<file path="config.mk">
export PLATFORM = sky130hd
export DESIGN_NAME = apb_master_bridge
export DESIGN_NICKNAME = d
export VERILOG_FILES = /design/src/rtl/apb_master_bridge.sv
export SDC_FILE = /design/constraint.sdc
export NUM_CORES = 1
export LEC_CHECK = 0
export CAP_MARGIN = 10
export CORE_MARGIN = 4
export CORE_UTILIZATION = 44
export DETAILED_ROUTE_END_ITERATION = 8
export PLACE_DENSITY = 0.89
export SLEW_MARGIN = 20
export SYNTH_ARGS = -nofsm -noshare
export SYNTH_HDL_FRONTEND = slang
export SYNTH_SLANG_ARGS = --single-unit
</file>
<file path="constraint.sdc">
create_clock -name pclk -period 3.4 [get_ports pclk]
set_input_delay 0.51 -clock pclk [delete_from_list [all_inputs] [get_ports pclk]]
set_output_delay 0.51 -clock pclk [all_outputs]
set_load 0.01 [all_outputs]
</file>
<file path="src/rtl/apb_master_bridge.sv">
// rtl/apb_master_bridge.sv - APB initiator turning valid/ready register commands into APB transfers
//
// Ports:
//   pclk, preset                       clock, synchronous active-high reset
//   cmd_valid/cmd_ready                command handshake
//   cmd_write/cmd_addr/cmd_wdata       command direction, register address, write data
//   rsp_valid                          one-cycle response pulse
//   rsp_rdata/rsp_err/rsp_timeout      response payload, held until the next response
//   busy                               transfer in progress
//   paddr/pwrite/pwdata/psel/penable   APB request outputs
//   prdata/pready/pslverr              APB completion inputs
module apb_master_bridge #(
   parameter int ADDR_W  = 3,
   parameter int DATA_W  = 8,
   parameter int TIMEOUT = 16
) (
   input  logic              pclk,
   input  logic              preset,
   input  logic              cmd_valid,
   output logic              cmd_ready,
   input  logic              cmd_write,
   input  logic [ADDR_W-1:0] cmd_addr,
   input  logic [DATA_W-1:0] cmd_wdata,
   output logic              rsp_valid,
   output logic [DATA_W-1:0] rsp_rdata,
   output logic              rsp_err,
   output logic              rsp_timeout,
   output logic              busy,
   output logic [ADDR_W-1:0] paddr,
   output logic              pwrite,
   output logic [DATA_W-1:0] pwdata,
   output logic              psel,
   output logic              penable,
   input  logic [DATA_W-1:0] prdata,
   input  logic              pready,
   input  logic              pslverr
);

   localparam int CNT_W = $clog2(TIMEOUT + 1);
   // Count value on the last allowed ACCESS cycle; no pready here means abort.
   localparam logic [CNT_W-1:0] CNT_LAST = CNT_W'(TIMEOUT - 1);

   typedef enum logic [1:0] {
      S_IDLE   = 2'd0,
      S_SETUP  = 2'd1,
      S_ACCESS = 2'd2
   } state_t;

   state_t            state;
   state_t            state_nxt;
   logic [CNT_W-1:0]  wait_cnt;
   logic              accept;
   logic              done;
   logic              abort;

   logic              psel_nxt;
   logic              penable_nxt;
   logic              rsp_valid_nxt;
   logic [DATA_W-1:0] rsp_rdata_nxt;
   logic              rsp_err_nxt;
   logic              rsp_timeout_nxt;

   assign cmd_ready = (state == S_IDLE) & ~preset;
   assign busy      = (state != S_IDLE);
   assign accept    = cmd_valid & cmd_ready;
   // Completion takes priority over abort when pready arrives on the last cycle.
   assign done      = (state == S_ACCESS) & pready;
   assign abort     = (state == S_ACCESS) & ~pready & (wait_cnt == CNT_LAST);

   // State, registered outputs and the captured command.
   always_ff @(posedge pclk) begin
      if (preset) begin
         state       <= S_IDLE;
         wait_cnt    <= '0;
         psel        <= 1'b0;
         penable     <= 1'b0;
         pwrite      <= 1'b0;
         paddr       <= '0;
         pwdata      <= '0;
         rsp_valid   <= 1'b0;
         rsp_rdata   <= '0;
         rsp_err     <= 1'b0;
         rsp_timeout <= 1'b0;
      end else begin
         state       <= state_nxt;
         psel        <= psel_nxt;
         penable     <= penable_nxt;
         rsp_valid   <= rsp_valid_nxt;
         rsp_rdata   <= rsp_rdata_nxt;
         rsp_err     <= rsp_err_nxt;
         rsp_timeout <= rsp_timeout_nxt;
         if (accept) begin
            paddr    <= cmd_addr;
            pwrite   <= cmd_write;
            pwdata   <= cmd_wdata;
            wait_cnt <= '0;
         end else if ((state == S_ACCESS) && !pready) begin
            wait_cnt <= wait_cnt + CNT_W'(1);
         end
      end
   end

   // Next-state logic.
   always_comb begin
      state_nxt = state;
      case (state)
         S_IDLE:   if (accept) state_nxt = S_SETUP;
         S_SETUP:  state_nxt = S_ACCESS;
         S_ACCESS: if (done || abort) state_nxt = S_IDLE;
         default:  state_nxt = S_IDLE;
      endcase
   end

   // Output logic: values loaded into the output registers at the next edge.
   always_comb begin
      psel_nxt        = (state_nxt != S_IDLE);
      penable_nxt     = (state_nxt == S_ACCESS);
      rsp_valid_nxt   = done | abort;
      rsp_rdata_nxt   = rsp_rdata;
      rsp_err_nxt     = rsp_err;
      rsp_timeout_nxt = rsp_timeout;
      if (done) begin
         rsp_rdata_nxt   = pwrite ? '0 : prdata;
         rsp_err_nxt     = pslverr;
         rsp_timeout_nxt = 1'b0;
      end else if (abort) begin
         rsp_rdata_nxt   = '0;
         rsp_err_nxt     = 1'b1;
         rsp_timeout_nxt = 1'b1;
      end
   end

endmodule

</file>
## Word-level counts from Yosys, hierarchy flattened

Cells that the tools add are included.
Widths: inputs -> output; s select.

- Input port bits: 25
- Word-level logic and storage cells: 41
- Register bits: 32

- Eq/ne operators: 4
- Mux-type cells: 8
- Bitwise gates (word level): 8
- $add $sub $neg: 1
- Reductions and logical operators: 9

Operators with widths:

| kind | count |
|---|---|
| $mux 8 | 3 |
| $pmux 2 s3 | 1 |
| $reduce_bool 2->1 | 3 |
| $add 5x1->5 const B | 1 |
| $and 1x1->1 | 5 |
| $eq 5x4->1 const B | 1 |
| $eq 2x2->1 const B | 2 |
| $mux 2 | 2 |
| $reduce_or 2->1 | 2 |
| $eq 2x1->1 const B | 1 |
| $logic_not 2->1 | 1 |
| $mux 1 | 2 |
| $not 1->1 | 2 |
| $logic_and 1x1->1 | 1 |
| $logic_not 1->1 | 1 |
| $logic_or 1x1->1 | 1 |
| $or 1x1->1 | 1 |

## Logic depth before layout (Yosys ltp)

Gate-level depths: netlist of the first run.

- Word-level depth: 7
- Mapped depth: 7

## Worst setup path after synthesis of the first run

Ideal clock, no wire load.

- Path kind: register to register
- From: register wait_cnt[0]
- To: register rsp_err
- Data required time: 3.285 ns
- Cell stages (with the launch flop): 8
- Arrival time: 1.404 ns
- Slack: 1.882 ns
- Clock period less this slack: 1.518 ns
- Setup time: 0.115 ns
- Buffers on the path: 1
- Cells stage by stage: dfxtp_1 > ha_1 > and3_1 > ha_1 > nor2_1 > clkbuf_1 > nor2_1 > o21a_1

- Cells in the longest elaborated chain, start to end: 3

RTL lines:

| element | RTL line | RTL |
|---|---|---|
| start: declaration | 51 | `logic [CNT_W-1:0] wait_cnt;` |
| start signal: assignment | 98 | `wait_cnt <= wait_cnt + CNT_W'(1);` |
| $eq 5x4->1 | 68 | `assign abort = (state == S_ACCESS) & ~pready & (wait_cnt == CNT_LAST);` |
| $and 1x1->1 | 68 |  |
| $reduce_bool 2->1 (no line) | - |  |
| end signal: assignment | 90 | `rsp_err <= rsp_err_nxt;` |
| end: declaration | 26 | `output logic rsp_err,` |

Every way passes these cells.
A chain may end at the register's enable or synchronous reset.

## Final worst setup path of the first run

- From: input preset
- To: output cmd_ready

- Cells in the longest elaborated chain, start to end: 2

RTL lines:

| element | RTL line | RTL |
|---|---|---|
| start: declaration | 18 | `input logic preset,` |
| $not 1->1 | 63 | `assign cmd_ready = (state == S_IDLE) & ~preset;` |
| $and 1x1->1 | 63 |  |
| end: declaration | 20 | `output logic cmd_ready,` |

Every way passes these cells.

==> metrics.md, run 1 <==
| Metric | Value |
|---|---|
| Outcome | `finished clean` |
| Hold buffer count at CTS | `0` |
| Psw | `around 0.18 mW` |
| Share of total power in sequential cells | `0.482` |
| Final global-route overflow total | `0` |
| Vias after detailed routing | `about 1100` |
| Pin slew with the least headroom to its limit | `roughly 860 ps` |
| Slew Limit Fails | `0` |
| Global-route wire length before repair | `roughly 4.4 mm` |
| Slowest library cell on the worst path | `clkdlybuf4s50_1` |
| Worst-path maximum fanout | `17` |
| Non-Filler Cell Area, Final | `between 1500 and 2000 um^2` |
| Fraction of layout cells with a size suffix above 1 | `0.0824` |
| Post-detailed-route count of antenna-violating nets | `0` |
| Area used by multi-input combinational logic | `474 um^2` |
| Synthesis-stage register bit count | `32` |
| Sequential cell area in the final layout | `between 600 and 700 um^2` |
| Final period util | `0.693` |
| Die width | `59.8 um` |
| CP Capture Type | `output pin` |
| Gpl congestion | `just over 0.7` |
| Clock Sinks | `32` |
| Count of cells resized by post-cts repair | `0` |
| Total CTS buffers | `5` |
| Clock Root Buffer | `clkbuf_4` |
| Number of global-route vias before repair | `about 1100` |
| Ordered list of cells on the worst path | `clkdlybuf4s50_1, buf_4, nor3_2, clkdlybuf4s50_1` |
| Share of total power in combinational logic | `0.134` |
| Leakage | `roughly 0.66 nW` |
| Most frequent standard cell in the layout excluding fill and tap cells | `clkdlybuf4s50_1` |
| Placed wire-length estimate after detailed placement | `a little over 2 mm` |
| Startpoint of the most critical setup path | `preset` |
| Crit path max-delay family | `buffers and inverters` |
| Net Sw Frac | `0.215` |
| Reg2Reg Capture Point | `psel` |
| CTS tree | `built` |
| Final-stage net count | `between 150 and 200` |
| Number of buffer and inverter stages on the critical path | `3` |
| Post-route clock skew | `4.68 ps` |
| Layout fillers | `~190` |
| Top library cells by usage in the layout, fill and taps aside | `51 x clkdlybuf4s50_1, 32 x dfxtp_1, 13 x a21oi_1, 12 x a22o_1` |
| Area Overhead vs Synth | `51.1%` |
| Tot Pwr | `roughly 0.83 mW` |
| Average footprint of a synthesized cell | `10.0 um^2` |
| Summed instance area of the synthesized netlist | `between 1000 and 1500 um^2` |
| Count of final hold-check violations | `0` |
| Accumulated negative setup slack | `0 ps` |
| Effective utilization at floorplan | `0.468` |
| Path category of the worst min-delay check | `flop to flop` |
| Via density | `between 5 and 6` |
| Total of endpoints with negative setup slack in the final report | `0` |
| Post-Place Setup Slack | `around 1000 ps` |
| Drt pass-1 iters | `4` |
| Post-detailed-placement cell area | `~1700 um^2` |
| Max incr delay on CP | `580 ps` |
| Unrepaired setup endpoints after global routing | `false` |
| Final worst path period need | `around 2400 ps` |
| Number of different library cells in the post-synthesis netlist | `28` |
| Logic depth of the worst setup path including buffers | `4` |
| Maximum vdd ir drop | `between 400 and 500 uV` |
| Worst EP required | `about 2900 ps` |
| Worst R2R Start | `wait_cnt[0]` |
| Routed length per instance | `between 10 and 15 um` |
| Design internal power | `~0.65 mW` |
| DRC violations left | `0` |
| Clock transition at the register clock pins on the worst setup and hold paths after CTS | `approximately 90 ps` |
| Ports | `52` |
| PD cells | `467 nW/um^2` |
| Initial antenna violation count | `0` |
| Reg2Reg Depth | `6` |
| Floorplan die area | `about 3600 um^2` |
| Type of the worst setup path | `input port to output pin` |
| Largest net degree at the start of global routing | `18` |
| Total routed wirelength | `2.75 mm` |
| Endpoint of the worst setup timing path | `cmd_ready` |
| Number of levels the H-tree was split into | `2` |
| Highest Clock Rate | `between 0.4 and 0.5 GHz` |
| Number of warnings printed during yosys synthesis | `0` |
| Clock Path Buffers | `2` |
| Clock network fraction of total power | `0.384` |
| Portion of the post-synthesis area used by sequential elements | `0.542` |
| Synthesized net count | `145` |
| Number of maximum-capacitance violations | `0` |
| Dominant cell type by count on the critical path | `clkdlybuf4s50_1` |
| Setup crit start kind | `input port` |
| Antenna diode instance count | `0` |
| Overall die height | `59.8 um` |
| Setup slack of the worst register-to-register path | `approximately 1600 ps` |
| Min setup slack post-route | `around 1000 ps` |
| Number of buffers added on ports | `51` |
| Rel. slew slack | `0.425` |
| Clk Latency, worst-skew pair | `~330 ps` |
| Buffers inserted during post-CTS setup optimization | `0` |
| Worst EP arrival | `between 1500 and 2000 ps` |
| Post-synthesis instance total | `approximately 120` |
| FP Rows | `18` |
| GRT Resource Usage Total | `0.167` |
| Number of DRC markers after the initial detailed-route iteration | `14` |
| Core ar. | `around 2500 um^2` |
==> power groups by stage <==
stage | clock [mW] | combinational (mW) | sequential, mW
5_1_grt | 0.338 | 0.120 | 0.404
2_1_floorplan | 0 | 0.0414 | 0.416
6_report | 0.320 | 0.111 | 0.402
3_5_place_dp | 0 | 0.112 | 0.410
4_1_cts | 0.327 | 0.113 | 0.402
3_3_place_gp | 0 | 0.109 | 0.410
==> area by class of cell <==
class	count	area share
tap	30	0.0210
clock buffer	7	0.0365
clock inverter	1	0.0168
multi-input combinational	74	0.266
inverter	3	0.00631
sequential	32	0.359
timing repair buffer	53	0.295
==> worst register-to-register path, cell delays in order (launching register included) <==
cell and delay [ps]:
dfxtp_1 350, ha_1 210, and3_1 180, ha_1 190, nor2_1 470, a21oi_1 220
o21bai_1 160
==> synth_stat cells <==
cell type / count / area share
o21a_1: 1 / 0.0064
nor2b_1: 2 / 0.011
and2_4: 1 / 0.0074
a211oi_1: 2 / 0.013
nand3_1: 1 / 0.0042
xnor2_1: 2 / 0.015
inv_1: 3 / 0.0095
nand2_1: 9 / 0.029
clkbuf_1: 2 / 0.0064
a21oi_1: 13 / 0.055
ha_1: 2 / 0.021
nand2b_4: 1 / 0.012
dfxtp_1: 32 / 0.54
or4_1: 1 / 0.0064
nor3b_2: 1 / 0.011
nor4bb_1: 2 / 0.017
nor3_1: 1 / 0.0042
and3_1: 1 / 0.0053
a31oi_1: 1 / 0.0053
nor3_2: 1 / 0.0085
buf_2: 5 / 0.021
nor2_1: 8 / 0.025
buf_6: 2 / 0.019
o21ai_0: 9 / 0.038
a21o_1: 1 / 0.0064
o31ai_1: 1 / 0.0064
a22o_1: 12 / 0.089
o21bai_1: 1 / 0.0064
==> worst min path at each step <==
stage | startpoint | end | slack (ps) | cells past startpoint
after global placement | rsp_err | rsp_err | 450 | 1
after global routing | pwdata[7] | pwdata[7] | 500 | 1
after detailed placement | pwdata[7] | pwdata[7] | 450 | 1
after floorplan | wait_cnt[3] | wait_cnt[3] | 450 | 2
after CTS | rsp_rdata[6] | rsp_rdata[6] | 490 | 2
final | rsp_err | rsp_err | 490 | 1
==> registers in the layout (all words and copies together) (netlist names) <==
name / count
paddr: 3
penable: 1
psel: 1
pwdata: 8
pwrite: 1
rsp_err: 1
rsp_rdata: 8
rsp_timeout: 1
rsp_valid: 1
state: 2
wait_cnt: 5
==> metal layers <==
| metal | vias to the layer above | part of all wire | GRT usage |
|---|---|---|---|
| met4 | 0 | 0.017 | 0.0759 |
| met2 | 48 | 0.44 | 0.258 |
| li1 | 517 | - | - |
| met5 | - | 0 | 0 |
| met3 | 5 | 0.11 | 0.0886 |
| met1 | 483 | 0.44 | 0.190 |
==> stage by stage <==
step	instances	hold slack, ps	util
5_1_grt	200	505	0.707
3_3_place_gp	192	447	0.670
2_1_floorplan	118	448	-
4_1_cts	200	486	0.707
3_5_place_dp	192	455	0.670
6_report	200	486	0.707
==> cell families after synthesis <==
group / share of synthesized area
AOI/OAI and AO/OA: 0.226
DFF: 0.542
and+or+nand+nor: 0.140
buffers and inverters: 0.0561
xor gates and xnor gates: 0.0148
adders and majority gates: 0.0212
No activity file was read; power rests on OpenSTA's default activity.
==> run 2, diff against run 1 <==
--- a/config.mk
+++ b/config.mk
@@ -7,9 +7,9 @@
 export LEC_CHECK = 0
 export CAP_MARGIN = 10
 export CORE_MARGIN = 4
-export CORE_UTILIZATION = 44
+export CORE_UTILIZATION = 41
 export DETAILED_ROUTE_END_ITERATION = 8
-export PLACE_DENSITY = 0.89
+export PLACE_DENSITY = 0.85
 export SLEW_MARGIN = 20
 export SYNTH_ARGS = -nofsm -noshare
 export SYNTH_HDL_FRONTEND = slang
==> constraint.sdc (replaced) <==
create_clock -name pclk -period 2.5 [get_ports pclk]
set_input_delay 0.375 -clock pclk [delete_from_list [all_inputs] [get_ports pclk]]
set_output_delay 0.375 -clock pclk [all_outputs]
set_load 0.01 [all_outputs]
==> run 2 against run 1 <==
Against the previous run: die area grew 6.3%; first-iteration DRC count increased by 57%; final cell count unchanged; critical path type is now flop to output pin; clock power is 15% lower.
==> metrics.md, run 2 (synthesis gave the netlist of run 1 again) <==
| Metric | Value |
|---|---|
| Total CTS buffers | `5 (unchanged)` |
| Ordered list of cells on the worst path | `nor2_1, inv_1, clkdlybuf4s50_1 (was clkdlybuf4s50_1, buf_4, nor3_2, clkdlybuf4s50_1)` |
| Top library cells by usage in the layout, fill and taps aside | `51 x clkdlybuf4s50_1, 32 x dfxtp_1, 13 x a21oi_1, 12 x a22o_1 (unchanged)` |
| Overall die height | `61.7 um (was 59.8 um)` |
| Share of total power in combinational logic | `0.156 (was 0.134)` |
| Global-route wire length before repair | `4.62 mm (was 4.37 mm)` |
| Highest Clock Rate | `between 0.5 and 0.6 GHz` |
| Count of cells resized by post-cts repair | `0 (unchanged)` |
| Count of final hold-check violations | `0 (unchanged)` |
| Worst EP required | `2120 ps (was 2890 ps)` |
| Post-detailed-route count of antenna-violating nets | `0 (unchanged)` |
| Path category of the worst min-delay check | `flop to flop (unchanged)` |
| Pin slew with the least headroom to its limit | `881 ps (was 862 ps)` |
| Number of global-route vias before repair | `1073 (was 1051)` |
| Setup crit start kind | `flop (was input port)` |
| Buffers inserted during post-CTS setup optimization | `0 (unchanged)` |
| Routed length per instance | `14.6 um (was 13.8 um)` |
| Floorplan die area | `3800 um^2 (was 3580 um^2)` |
| Via density | `5.23 (was 5.27)` |
| Fraction of layout cells with a size suffix above 1 | `0.0710 (was 0.0824)` |
| Final worst path period need | `1950 ps` |
| Maximum vdd ir drop | `406 uV (was 495 uV)` |
| Post-Place Setup Slack | `427 ps (was 1040 ps)` |
| Number of DRC markers after the initial detailed-route iteration | `22 (was 14)` |
| Accumulated negative setup slack | `0 ps (unchanged)` |
| Clock Path Buffers | `2 (unchanged)` |
| Unrepaired setup endpoints after global routing | `false (unchanged)` |
| Min setup slack post-route | `548 ps (was 1040 ps)` |
| Final-stage net count | `196 (unchanged)` |
| Startpoint of the most critical setup path | `state[1] (was preset)` |
| Clock Root Buffer | `clkbuf_4 (unchanged)` |
| Final global-route overflow total | `0 (unchanged)` |
| Core ar. | `2760 um^2 (was 2520 um^2)` |
| Initial antenna violation count | `0 (unchanged)` |
| CTS tree | `built (unchanged)` |
| Post-route clock skew | `14.3 ps (was 4.68 ps)` |
| Effective utilization at floorplan | `0.428 (was 0.468)` |
| Largest net degree at the start of global routing | `17 (was 18)` |
| CP Capture Type | `output pin (unchanged)` |
| FP Rows | `19 (was 18)` |
| Slowest library cell on the worst path | `clkdlybuf4s50_1 (unchanged)` |
| Psw | `0.243 mW (was 0.179 mW)` |
| Worst EP arrival | `1580 ps (was 1850 ps)` |
| Clock network fraction of total power | `0.280 (was 0.384)` |
| PD cells | `558 nW/um^2 (was 467 nW/um^2)` |
| Area Overhead vs Synth | `47.0% (was 51.1%)` |
| Post-route core utilization | `0.630 (was 0.707)` |
| Most frequent standard cell in the layout excluding fill and tap cells | `clkdlybuf4s50_1 (unchanged)` |
| Max incr delay on CP | `530 ps (was 580 ps)` |
| GRT Resource Usage Total | `0.167 (about the same)` |
| Drt pass-1 iters | `4 (unchanged)` |
| Vias after detailed routing | `1046 (was 1053)` |
| Die width | `61.7 um (was 59.8 um)` |
| Rel. slew slack | `0.413 (was 0.425)` |
| Placed wire-length estimate after detailed placement | `2.17 mm (was 2.04 mm)` |
| Total of endpoints with negative setup slack in the final report | `0 (unchanged)` |
| Layout fillers | `246 (was 188)` |
| Ports | `52 (unchanged)` |
| Clk Latency, worst-skew pair | `340 ps (was 330 ps)` |
| Number of maximum-capacitance violations | `0 (unchanged)` |
| Outcome | `finished clean (unchanged)` |
| Leakage | `0.641 nW (was 0.665 nW)` |
| Worst hold-check slack | `478 ps (was 486 ps)` |
| Total routed wirelength | `2.92 mm (was 2.75 mm)` |
| DRC violations left | `0 (unchanged)` |
| Registers with the most flip-flops | `pwdata: 8 flops, rsp_rdata: 8 flops, wait_cnt: 5 flops (unchanged)` |
| Hold path start | `rsp_rdata[0] (was rsp_err)` |
| Number of levels the H-tree was split into | `2 (unchanged)` |
| Type of the worst setup path | `flop to output pin (was input port to output pin)` |
| Design internal power | `0.727 mW (was 0.654 mW)` |
| Clock Sinks | `32 (unchanged)` |
| Gpl congestion | `0.712 (was 0.709)` |
| Clock transition at the register clock pins on the worst setup and hold paths after CTS | `100 ps (was 90 ps)` |
| Worst R2R Start | `wait_cnt[0] (unchanged)` |
| Tot Pwr | `0.970 mW (was 0.833 mW)` |
| Antenna diode instance count | `0 (unchanged)` |
| Worst-path maximum fanout | `8 (was 17)` |
| Share of total power in sequential cells | `0.564 (was 0.482)` |
| Final period util | `0.781` |
| Net Sw Frac | `0.250 (was 0.215)` |
| Hold buffer count at CTS | `0 (unchanged)` |
| Number of buffers added on ports | `51 (unchanged)` |
| Slew Limit Fails | `0 (unchanged)` |
run 2: cell count changes in the layout (fill, tap and decap cells not counted):
cell / delta
clkbuf_1: +1
bufinv_16: -1
clkbuf_8: -2
clkinv_2: +1
run 2: cell type report:
| cell class | count | area, um^2 | share of cell area |
|---|---|---|---|
| tap | 31 | 38.8 | 0.0223 |
| clock buffer | 6 | 41.3 | 0.0238 |
| timing repair buffer | 53 | 526 | 0.303 |
| multi-input combinational | 74 | 474 | 0.273 |
| clock inverter | 1 | 5.00 | 0.00288 |
| inverter | 3 | 11.3 | 0.00648 |
| sequential | 32 | 641 | 0.369 |
run 2: layer usage:
| metal | GRT usage | wire length [um] | up-vias | share of wire |
|---|---|---|---|---|
| met1 | 0.166 | 1130 | 471 | 0.39 |
| met3 | 0.107 | 380 | 6 | 0.13 |
| met2 | 0.290 | 1380 | 51 | 0.47 |
| li1 | - | - | 518 | - |
| met4 | 0.0455 | 34 | 0 | 0.012 |
| met5 | 0 | 0 | - | 0 |
run 2: metrics by stage:
stage	cells	cell area (um^2)
2_1_floorplan	118	1180
3_3_place_gp	193	1690
3_5_place_dp	193	1690
4_1_cts	200	1740
5_1_grt	200	1740
6_report	200	1740
run 2: worst paths after layout:
path	end	slack, ps	depth (start not counted)
setup reg to reg	psel	700	6
hold / removal	rsp_rdata[0]	480	2
hold reg to reg	rsp_rdata[0]	480	2
setup / recovery	busy	550	3
run 2: worst max-delay path: cells and delay by family, from the launching register on:
family,cells,cell delay (ps)
flops,1,520
simple gates,1,130
buf+inv,2,600
run 2: power by group through the flow:
stage          logic (mW)  registers, mW  clock network [mW]
2_1_floorplan      0.0563          0.565                   0
3_3_place_gp        0.148          0.558                   0
3_5_place_dp        0.152          0.559                   0
4_1_cts             0.153          0.548               0.271
5_1_grt             0.163          0.551               0.299
6_report            0.151          0.547               0.271
==> run 3, diff against run 2 <==
==> constraint.sdc (replaced) <==
create_clock -name pclk -period 2 [get_ports pclk]
set_input_delay 0.3 -clock pclk [delete_from_list [all_inputs] [get_ports pclk]]
set_output_delay 0.3 -clock pclk [all_outputs]
set_load 0.01 [all_outputs]
==> run 3 against run 2 <==
Against the previous run: die area unchanged; sequential cell count unchanged; non-clock buffer count increased by 1; total power increased by 39%; largest cell class unchanged; combinational power increased by 27%; critical path type unchanged; clock-buffer cell count unchanged; sequential power increased by 25%; sequential share of layout area decreased by 0.74 points; routed wire length decreased by 1.4%; via count increased by 0.96%; worst hold slack got worse by 2.0 ps; clock power increased by 74%.
==> metrics.md, run 3 (synthesis gave the netlist of run 1 again) <==
| Metric | Value |
|---|---|
| Non-filler instance count after layout | `202 (was 200)` |
| Pin slew with the least headroom to its limit | `875 ps (was 881 ps)` |
| Global-route wire length before repair | `4.65 mm (was 4.62 mm)` |
| Via density | `5.23 (about the same)` |
| Routed wire length on met3 | `322 um (was 380 um)` |
| Core ar. | `2760 um^2 (unchanged)` |
| Total of endpoints with negative setup slack in the final report | `0 (unchanged)` |
| Post-route clock skew | `8.03 ps (was 14.3 ps)` |
| Registers with the most flip-flops | `pwdata: 8 flops, rsp_rdata: 8 flops, wait_cnt: 5 flops (unchanged)` |
| Clock Path Buffers | `2 (unchanged)` |
| Worst EP arrival | `1570 ps (was 1580 ps)` |
| Top library cells by usage in the layout, fill and taps aside | `51 x clkdlybuf4s50_1, 31 x dfxtp_1, 13 x a21oi_1, 12 x a22o_1 (was 51 x clkdlybuf4s50_1, 32 x dfxtp_1, 13 x a21oi_1, 12 x a22o_1)` |
| Worst hold path stage count | `1 (was 2)` |
| Fraction of layout cells with a size suffix above 1 | `0.0877 (was 0.0710)` |
| Slew Limit Fails | `0 (unchanged)` |
| Worst-path maximum fanout | `8 (unchanged)` |
| Final-stage net count | `197 (was 196)` |
| Ports | `52 (unchanged)` |
| Hold buffer count at CTS | `0 (unchanged)` |
| Initial antenna violation count | `0 (unchanged)` |
| Setup slack of the worst register-to-register path | `330 ps (was 700 ps)` |
| Area used by multi-input combinational logic | `474 um^2 (unchanged)` |
| Maximum vdd ir drop | `578 uV (was 406 uV)` |
| Largest net degree at the start of global routing | `17 (unchanged)` |
| Clock Sinks | `32 (unchanged)` |
| FP Rows | `19 (unchanged)` |
| Final period util | `0.934` |
| Tot Pwr | `1.35 mW (was 0.970 mW)` |
| Clk Latency, worst-skew pair | `320 ps (was 340 ps)` |
| Final worst path period need | `1870 ps` |
| Outcome | `finished clean (unchanged)` |
| Top layer reached by signal wires | `met4 (unchanged)` |
| Number of maximum-capacitance violations | `0 (unchanged)` |
| Layout fillers | `229 (was 246)` |
| Vias after detailed routing | `1056 (was 1046)` |
| Sequential cell area in the final layout | `642 um^2 (was 641 um^2)` |
| Accumulated negative setup slack | `0 ps (unchanged)` |
| CP Capture Type | `output pin (unchanged)` |
| Post-detailed-route count of antenna-violating nets | `0 (unchanged)` |
| DRC violations left | `0 (unchanged)` |
| Drt pass-1 iters | `5 (was 4)` |
| Rel. slew slack | `0.416 (was 0.413)` |
| Type of the worst setup path | `flop to output pin (unchanged)` |
| Floorplan die area | `3800 um^2 (unchanged)` |
| Clock Root Buffer | `clkbuf_4 (unchanged)` |
| Effective utilization at floorplan | `0.428 (unchanged)` |
| Overall die height | `61.7 um (unchanged)` |
| GRT Resource Usage Total | `0.167 (about the same)` |
| Reg2Reg Depth | `3 (was 6)` |
| Placed wire-length estimate after detailed placement | `2.13 mm (was 2.17 mm)` |
| Die width | `61.7 um (unchanged)` |
| PD cells | `759 nW/um^2 (was 558 nW/um^2)` |
| Ordered list of cells on the worst path | `nor2_1, inv_1, clkdlybuf4s50_1 (unchanged)` |
| Worst EP required | `1700 ps (was 2120 ps)` |
| Max incr delay on CP | `530 ps (about the same)` |
| Final global-route overflow total | `0 (unchanged)` |
| Count of final hold-check violations | `0 (unchanged)` |
| Routed length per instance | `14.3 um (was 14.6 um)` |
| Total CTS buffers | `5 (unchanged)` |
| Area Overhead vs Synth | `50.3% (was 47.0%)` |
| Setup crit start kind | `flop (unchanged)` |
| Post-Place Setup Slack | `60.1 ps (was 427 ps)` |
| Path category of the worst min-delay check | `flop to flop (unchanged)` |
| Buffers inserted during post-CTS setup optimization | `0 (unchanged)` |
| Highest Clock Rate | `around 0.54 GHz` |
| Antenna diode instance count | `0 (unchanged)` |
| Number of buffers added on ports | `51 (unchanged)` |
| Unrepaired setup endpoints after global routing | `false (unchanged)` |
| Count of cells resized by post-cts repair | `0 (unchanged)` |
| Total routed wirelength | `2.88 mm (was 2.92 mm)` |
| Gpl congestion | `0.733 (was 0.712)` |
| Min setup slack post-route | `133 ps (was 548 ps)` |
| Worst hold-check slack | `476 ps (was 478 ps)` |
| Most frequent standard cell in the layout excluding fill and tap cells | `clkdlybuf4s50_1 (unchanged)` |
| Leakage | `0.661 nW (was 0.641 nW)` |
| CTS tree | `built (unchanged)` |
| Number of placed instances with taps included | `194 (was 193)` |
| Number of global-route vias before repair | `1089 (was 1073)` |
| Slowest library cell on the worst path | `clkdlybuf4s50_1 (unchanged)` |
| Met1 routed wirelength after detailed routing | `1.26 mm (was 1.13 mm)` |
| Met2 WL post-DR | `1.29 mm (was 1.38 mm)` |
| Clock transition at the register clock pins on the worst setup and hold paths after CTS | `90 ps (was 100 ps)` |
| Number of levels the H-tree was split into | `2 (unchanged)` |
| Number of DRC markers after the initial detailed-route iteration | `15 (was 22)` |
[run 3: worst paths after layout]
path / start / endpoint
min reg2reg: rsp_err / rsp_err
max reg2reg: state[1] / pwrite
max: state[1] / busy
min: rsp_err / rsp_err
[run 3: cell type report]
cell class	count	share of cell area
flip-flops and latches	32	0.362
clock inverters	2	0.0197
repair buffers	54	0.300
inverters	3	0.00634
multi-input cells	74	0.267
well taps	31	0.0218
clock buffers	6	0.0233
[run 3: per-layer routing]
| metal | vias to the layer above | GRT usage |
|---|---|---|
| met5 | - | 0 |
| met4 | 0 | 0.0545 |
| met3 | 2 | 0.0901 |
| met2 | 54 | 0.266 |
| met1 | 480 | 0.191 |
| li1 | 520 | - |
[run 3: stage by stage]
step                      area, um^2   util
after floorplan                 1180      -
after global placement          1700  0.616
after detailed placement        1700  0.616
after CTS                       1770  0.643
after global routing            1780  0.644
final                           1780  0.644
[run 3: critical path, delay by kind of cell (launching register included)]
kind / cells / cell delay, ps
and+or+nand+nor: 1 / 140
buffers and inverters: 2 / 600
DFF: 1 / 520
[run 3: where the power goes]
group	total, mW	switching [mW]	internal, mW	leakage, nW
Sequential	0.684	0.0194	0.665	0.261
Clock	0.471	0.209	0.262	0.0422
Combinational	0.192	0.0749	0.117	0.357
